==> config.mk <==
export PLATFORM = sky130hd
export DESIGN_NAME = dft_win_delay
export DESIGN_NICKNAME = d
export VERILOG_FILES = /design/src/rtl/dft_win_delay.sv
export SDC_FILE = /design/constraint.sdc
export NUM_CORES = 2
export LEC_CHECK = 0
export BUFFER_PORTS_ARGS = -buffer_cell sky130_fd_sc_hd__buf_2
export CORE_UTILIZATION = 55
export CTS_CLUSTER_SIZE = 20
export DETAILED_ROUTE_END_ITERATION = 8
export PLACE_DENSITY = 0.71
export SLEW_MARGIN = 15
export SYNTH_ARGS = -nofsm -noshare
export SYNTH_HDL_FRONTEND = slang
export SYNTH_SLANG_ARGS = --single-unit
export TNS_END_PERCENT = 1
==> constraint.sdc <==
create_clock -name clk -period 8.8 [get_ports clk]
set_input_delay 1.76 -clock clk [delete_from_list [all_inputs] [get_ports clk]]
set_output_delay 1.76 -clock clk [all_outputs]
set_load 0.005 [all_outputs]
==> src/rtl/dft_win_delay.sv <==
// Circular-buffer sample delay for the sliding-DFT comb stage.
// Emits x[n] with x[n-N], zero-filled until the window is primed.
module dft_win_delay #(
    parameter int DATA_W = 16,
    parameter int ADDR_W = 8
) (
    input  logic              clk,
    input  logic              rst,
    input  logic [ADDR_W:0]   cfg_len,
    input  logic              flush,
    input  logic              s_valid,
    output logic              s_ready,
    input  logic [DATA_W-1:0] s_data,
    output logic              m_valid,
    input  logic              m_ready,
    output logic [DATA_W-1:0] m_new,
    output logic [DATA_W-1:0] m_old,
    output logic              m_primed
);

    localparam int DEPTH = 1 << ADDR_W;
    localparam logic [ADDR_W:0] LEN_MAX = (ADDR_W+1)'(DEPTH);
    localparam logic [ADDR_W:0] LEN_MIN = (ADDR_W+1)'(1);

    logic [DATA_W-1:0] mem [DEPTH];
    logic [DATA_W-1:0] rd_q;
    logic [ADDR_W:0]   len_q;
    logic [ADDR_W:0]   len_d;
    logic [ADDR_W:0]   fill;
    logic [ADDR_W-1:0] wptr;
    logic [ADDR_W-1:0] rptr;
    logic              clr;
    logic              acc;

    assign clr     = rst || flush;
    assign s_ready = !clr && (!m_valid || m_ready);
    assign acc     = s_valid && s_ready;
    // len_q == DEPTH_MAX folds to rptr == wptr
    assign rptr    = wptr - len_q[ADDR_W-1:0];
    assign m_old   = m_primed ? rd_q : '0;

    always_comb begin
        len_d = cfg_len;
        if (cfg_len == '0) begin
            len_d = LEN_MIN;
        end else if (cfg_len > LEN_MAX) begin
            len_d = LEN_MAX;
        end
    end

    // Read-before-write: the read sees the old word even when rptr == wptr
    always_ff @(posedge clk) begin
        if (acc) begin
            mem[wptr] <= s_data;
            rd_q      <= mem[rptr];
        end
    end

    always_ff @(posedge clk) begin
        if (clr) begin
            len_q    <= len_d;
            wptr     <= '0;
            fill     <= '0;
            m_valid  <= 1'b0;
            m_primed <= 1'b0;
            if (rst) begin
                m_new <= '0;
            end
        end else begin
            if (acc) begin
                wptr     <= wptr + 1'b1;
                m_new    <= s_data;
                m_primed <= (fill == len_q);
                m_valid  <= 1'b1;
                if (fill != len_q) begin
                    fill <= fill + 1'b1;
                end
            end else if (m_valid && m_ready) begin
                m_valid <= 1'b0;
            end
        end
    end

endmodule
== After elaboration in Yosys (flattened, before gate mapping) ==
Memories as Yosys holds them, arrays and structs flattened. A register that Yosys moved wholly into a read port is not among the register bits.
Cells that the tools add are included.
Storage, ports and cells
  register bits after elaboration: 44
  bits in writable memories: 4096
  input bits: 30
  output and inout port bits: 35
  memories kept: 1
Memories
  mem: depth 256, bits a word 16, rd ports 1, clocked after Yosys merged registers in 1, write ports 1, line 25  | logic [DATA_W-1:0] mem [DEPTH];
Cells by class
  add/subtract/negate cells: 3
  magnitude comparators: 1
  equality and inequality tests: 3
  muxes and demuxes: 9
  reduce and logical (&&, ||, !) cells: 13
Operators with widths (count)
  2-to-1 mux 16 bit: 4
  adder 9 x 1 -> 9 bit, second input constant: 1
  equality test 9 bit: 1
  greater-than comparator 9 bit, second input constant: 1
  zero test 9 bit: 1
  2-to-1 mux 9 bit: 1
  != test 9 bit: 1
  adder 8 x 1 -> 8 bit, second input constant: 1
  subtractor 8 bit: 1
  2-to-1 mux 1 bit: 4
  AND reduction 2 bit: 2
  nonzero test 2 bit: 2
  logical AND 1 bit: 3
  zero test 1 bit: 2
  logical OR 1 bit: 2
  != test 2 bit, second input constant: 1
  OR reduction 2 bit: 1

== Depth between registers and ports, before layout ==
  depth after elaboration: 6
  gate-level depth with buffers: 17
  mapped depth without buffers: 11

== Worst setup path after synthesis ==
No wires, ideal clock.
  path kind: input to register
  from: input flush
  to: memory mem[218][0], enable pin
  library setup time: 0.388 ns
  data arrival time: 4.730 ns
  required time: 8.412 ns
  slack: 3.681 ns
  stages on the path: 7
  buffers on the path: 2
  cell sequence: nor2_1 inv_1 nor3b_1 clkbuf_1 nand3_1 clkbuf_1 nor2_1
On the way
  longest elaborated chain between the ends: 6
RTL lines
  start: declaration: line 10  | input logic flush,
  logical OR 1 bit: line 35  | assign clr = rst || flush;
  zero test 1 bit: line 36  | assign s_ready = !clr && (!m_valid || m_ready);
  logical AND 1 bit: line 36
  logical AND 1 bit: line 37  | assign acc = s_valid && s_ready;
  via acc: line 33  | logic acc;
  2-to-1 mux 1 bit: line 53  | if (acc) begin
  2-to-1 mux 1 bit (implied by the code): line 54  | mem[wptr] <= s_data;
  end: declaration: line 25
The timed path passes the listed nets, and every way through them passes these cells.

== Worst setup path after layout ==
  from: register wptr[0]
  to: register rd_q[5] (read register of mem) (data pin)
On the way
  longest elaborated chain between the ends: 1
RTL lines
  start: declaration: line 30  | logic [ADDR_W-1:0] wptr;
  start signal: assignment: line 71  | wptr <= wptr + 1'b1;
  subtractor 8 bit: line 39  | assign rptr = wptr - len_q[ADDR_W-1:0];
  end: declaration: line 26  | logic [DATA_W-1:0] rd_q;
No other way between the ends.
A chain may end at the register's enable or synchronous reset.

==> metrics.csv <==
metric,value,unit
holdWs,0.5556,ns
ys_ff_latch,4156,
finalPower,43.77,mW
startpoint_type,register,
clock_latency,0.98,ns
grt_pass1_vias,80630,
syn_nets,7662,
htreeDepth,5,
finalSetupViolations,0,
end_kind,register,
cts_tree,built,
clock_skew,0.09593,ns
syn_to_final_growth,12.10,%
antenna_found_initial,19,
tightest_slew,1.418,ns
first_iter_violations,11440,
finalCriticalPeriod,6.225,ns
drv_slew,0,
post-route-util,62.05,%
critPathSlowestCell,fa_4,
dp_slack,2.140,ns
portBuffers,64,
dieArea,0.2954,mm^2
cpPeakStageDelay,1.24,ns
synth_edf_count,4137,
placementRows,198,
fmax,160.7,MHz
critical_path_peak_fanout,67,
synth-main-ff-cell,edfxtp_1,
path_clk_slew,0.06,ns
status,"finished, final reports clean",
post_cts_buffers,0,
num_vias,80990,
drive_gt1_share,25.45,%
wire_per_inst,33.47,um
leakagePower,57.50,nW
grt.overflow.total,0,
maxCapViolCount,0,
yosys_warnings,0,
num-nets-final,8076,
cts_hold_buf,0,
crit_chain,inv_1 -> ha_1 -> fa_4 -> buf_4 -> buf_12 -> mux4_2 -> mux2i_1 -> mux4_2 -> nor2_1 -> o21ai_0 -> nand3_1 -> or4_1,
cts_resized,0,
grt_first_pass_wirelength,587700,um
async_flop_share,0,%
cts_buffers,408,
gp_congestion,0.8682,
ios,65,
vdd_drop_max,0.2073,mV
netlist-cell-type-count,67,
syn-cell-area,0.1613,mm^2
die_h,543.5,um
clock-sinks,4156,
tns,0,ns
grt_util_all_layers,28.03,%
seq_area_frac_synth,77.27,%
hp-class,reg -> reg,
clock_path_buffers,4,
die_width,543.5,um
initial_core_util,55.35,%
finalHoldViolations,0,
cp.required,9.51,ns
cp_data_arrival_time,6.94,ns
syn_avg_cell_area,21.17,um^2
crit_type,reg -> reg,
crit_family,adder cells,
cp.buffers_inverters,3,
drtAntennaViolNets,0,
rsz0062_at_grt,false,
power_density,242.1,mW/mm^2
worst_slack,2.576,ns
crit_top_cell,mux4_2,
coreArea,0.2913,mm^2
relSlewSlack,5.460,%
vias_per_cell,6.597,
fin_crit_sh,70.73,%
drtPass1Iterations,6,
place_hpwl,230300,um
grt_max_degree,172,
drc,0,
drt_wl_total,410900,um
clock-root-buffer,clkbuf_16,
synth_cells,7616,
[where the power goes]
| group | switching (mW) | internal (mW) |
|---|---|---|
| clock | 7.41 | 9.48 |
| sequential | 0.0156 | 21.8 |
| combinational | 3.21 | 1.85 |
| total | 10.6 | 33.1 |
[stage by stage]
step	area, um^2	std cells
CTS	180700	12270
global placement	167600	11510
floorplan	161300	7616
global route	180700	12270
detailed placement	167800	11520
finish	180800	12280
[worst min-delay path: cells and delay by family, from the launching register on]
kind	cells	cell delay, ns
flops	1	0.37
simple gates	1	0.07
xor+xnor	1	0.09
[registers in the layout, summed over array words and instances (netlist names)]
name	count
m_primed	1
len_q	9
rd_q	16
mem	4096
m_new	16
wptr	8
fill	9
m_valid	1
[synth_stat cells, types with 31 or more instances]
master	number	area, um^2
a311oi_1	96	840.8
buf_6	32	360.4
clkbuf_1	171	641.9
a21oi_1	33	165.2
mux2i_1	110	1101
buf_4	88	660.6
o21ai_0	45	225.2
nand2_1	735	2759
and3_1	105	656.9
nand3_1	180	900.9
a211oi_1	31	232.7
buf_1	35	131.4
nor2_1	309	1160
mux4_2	1058	23830
buf_2	120	600.6
and2_1	45	281.5
edfxtp_1	4137	124200
[final timing paths]
path | startpoint | to | slack (ns) | cells past startpoint
min | fill[8] | fill[8] | 0.56 | 2
max reg2reg | wptr[0] | rd_q[5] | 2.58 | 12
min reg2reg | fill[8] | fill[8] | 0.56 | 2
max | wptr[0] | rd_q[5] | 2.58 | 12
[final cells by class]
class	instances	area (um^2)
Antenna cell	9	22.52
Clock buffer	490	10650
Clock inverter	257	2313
Fill cell	19410	110600
Inverter	14	52.55
Multi-Input combinational cell	2996	34350
Sequential cell	4156	124600
Tap cell	3900	4880
Timing Repair Buffer	454	3886
[metal layers]
metal  routed length (um)  GRT usage [%]  up-vias
li1                     -              -    32340
met1               152400          39.50    42840
met2               194600          43.58     5041
met3                46730          5.876      753
met4                17090          10.68       14
met5                   84              0        -
[cells by family after synthesis]
| kind of cell | Yosys count | synth area share [%] |
|---|---|---|
| flops | 4156 | 77.27 |
| simple gates | 1460 | 3.925 |
| mux | 1168 | 15.46 |
| buf+inv | 464 | 1.558 |
| compound gates | 323 | 1.481 |
| xor+xnor | 29 | 0.1738 |
| fa+ha+maj | 16 | 0.1288 |
[placed cells by master (no fill, tap or decap), types with 9 or more instances in the layout]
cell        netlist  layout
edfxtp_1       4137    4137
mux4_2         1058    1058
nand2_1         735     735
clkbuf_16         0     412
buf_4            88     348
nor2_1          309     293
nand3_1         180     168
mux2i_1         110     110
and3_1          105     105
clkinv_1          0     105
a311oi_1         96      96
clkinv_2          0      81
clkbuf_1        171      73
buf_2           120      48
o21ai_0          45      45
and2_1           45      44
buf_12            1      34
a21oi_1          33      31
a211oi_1         31      31
bufinv_16         0      28
a31oi_1          27      27
nand4_1          25      25
buf_8             3      22
a32oi_1          21      21
dfxtp_1          19      19
or4_1            16      16
inv_1            14      14
xor2_1           14      14
nor2_2            0      14
ha_1             15      14
nor3_1           13      13
xnor2_1          13      12
nand3_2           0      12
o22ai_1          11      11
clkinv_16         0      11
o211ai_1         10      10
diode_2           0       9
inv_6             0       9
clkinvlp_4        0       9
Note: power is estimated with default switching activity, not from simulation.
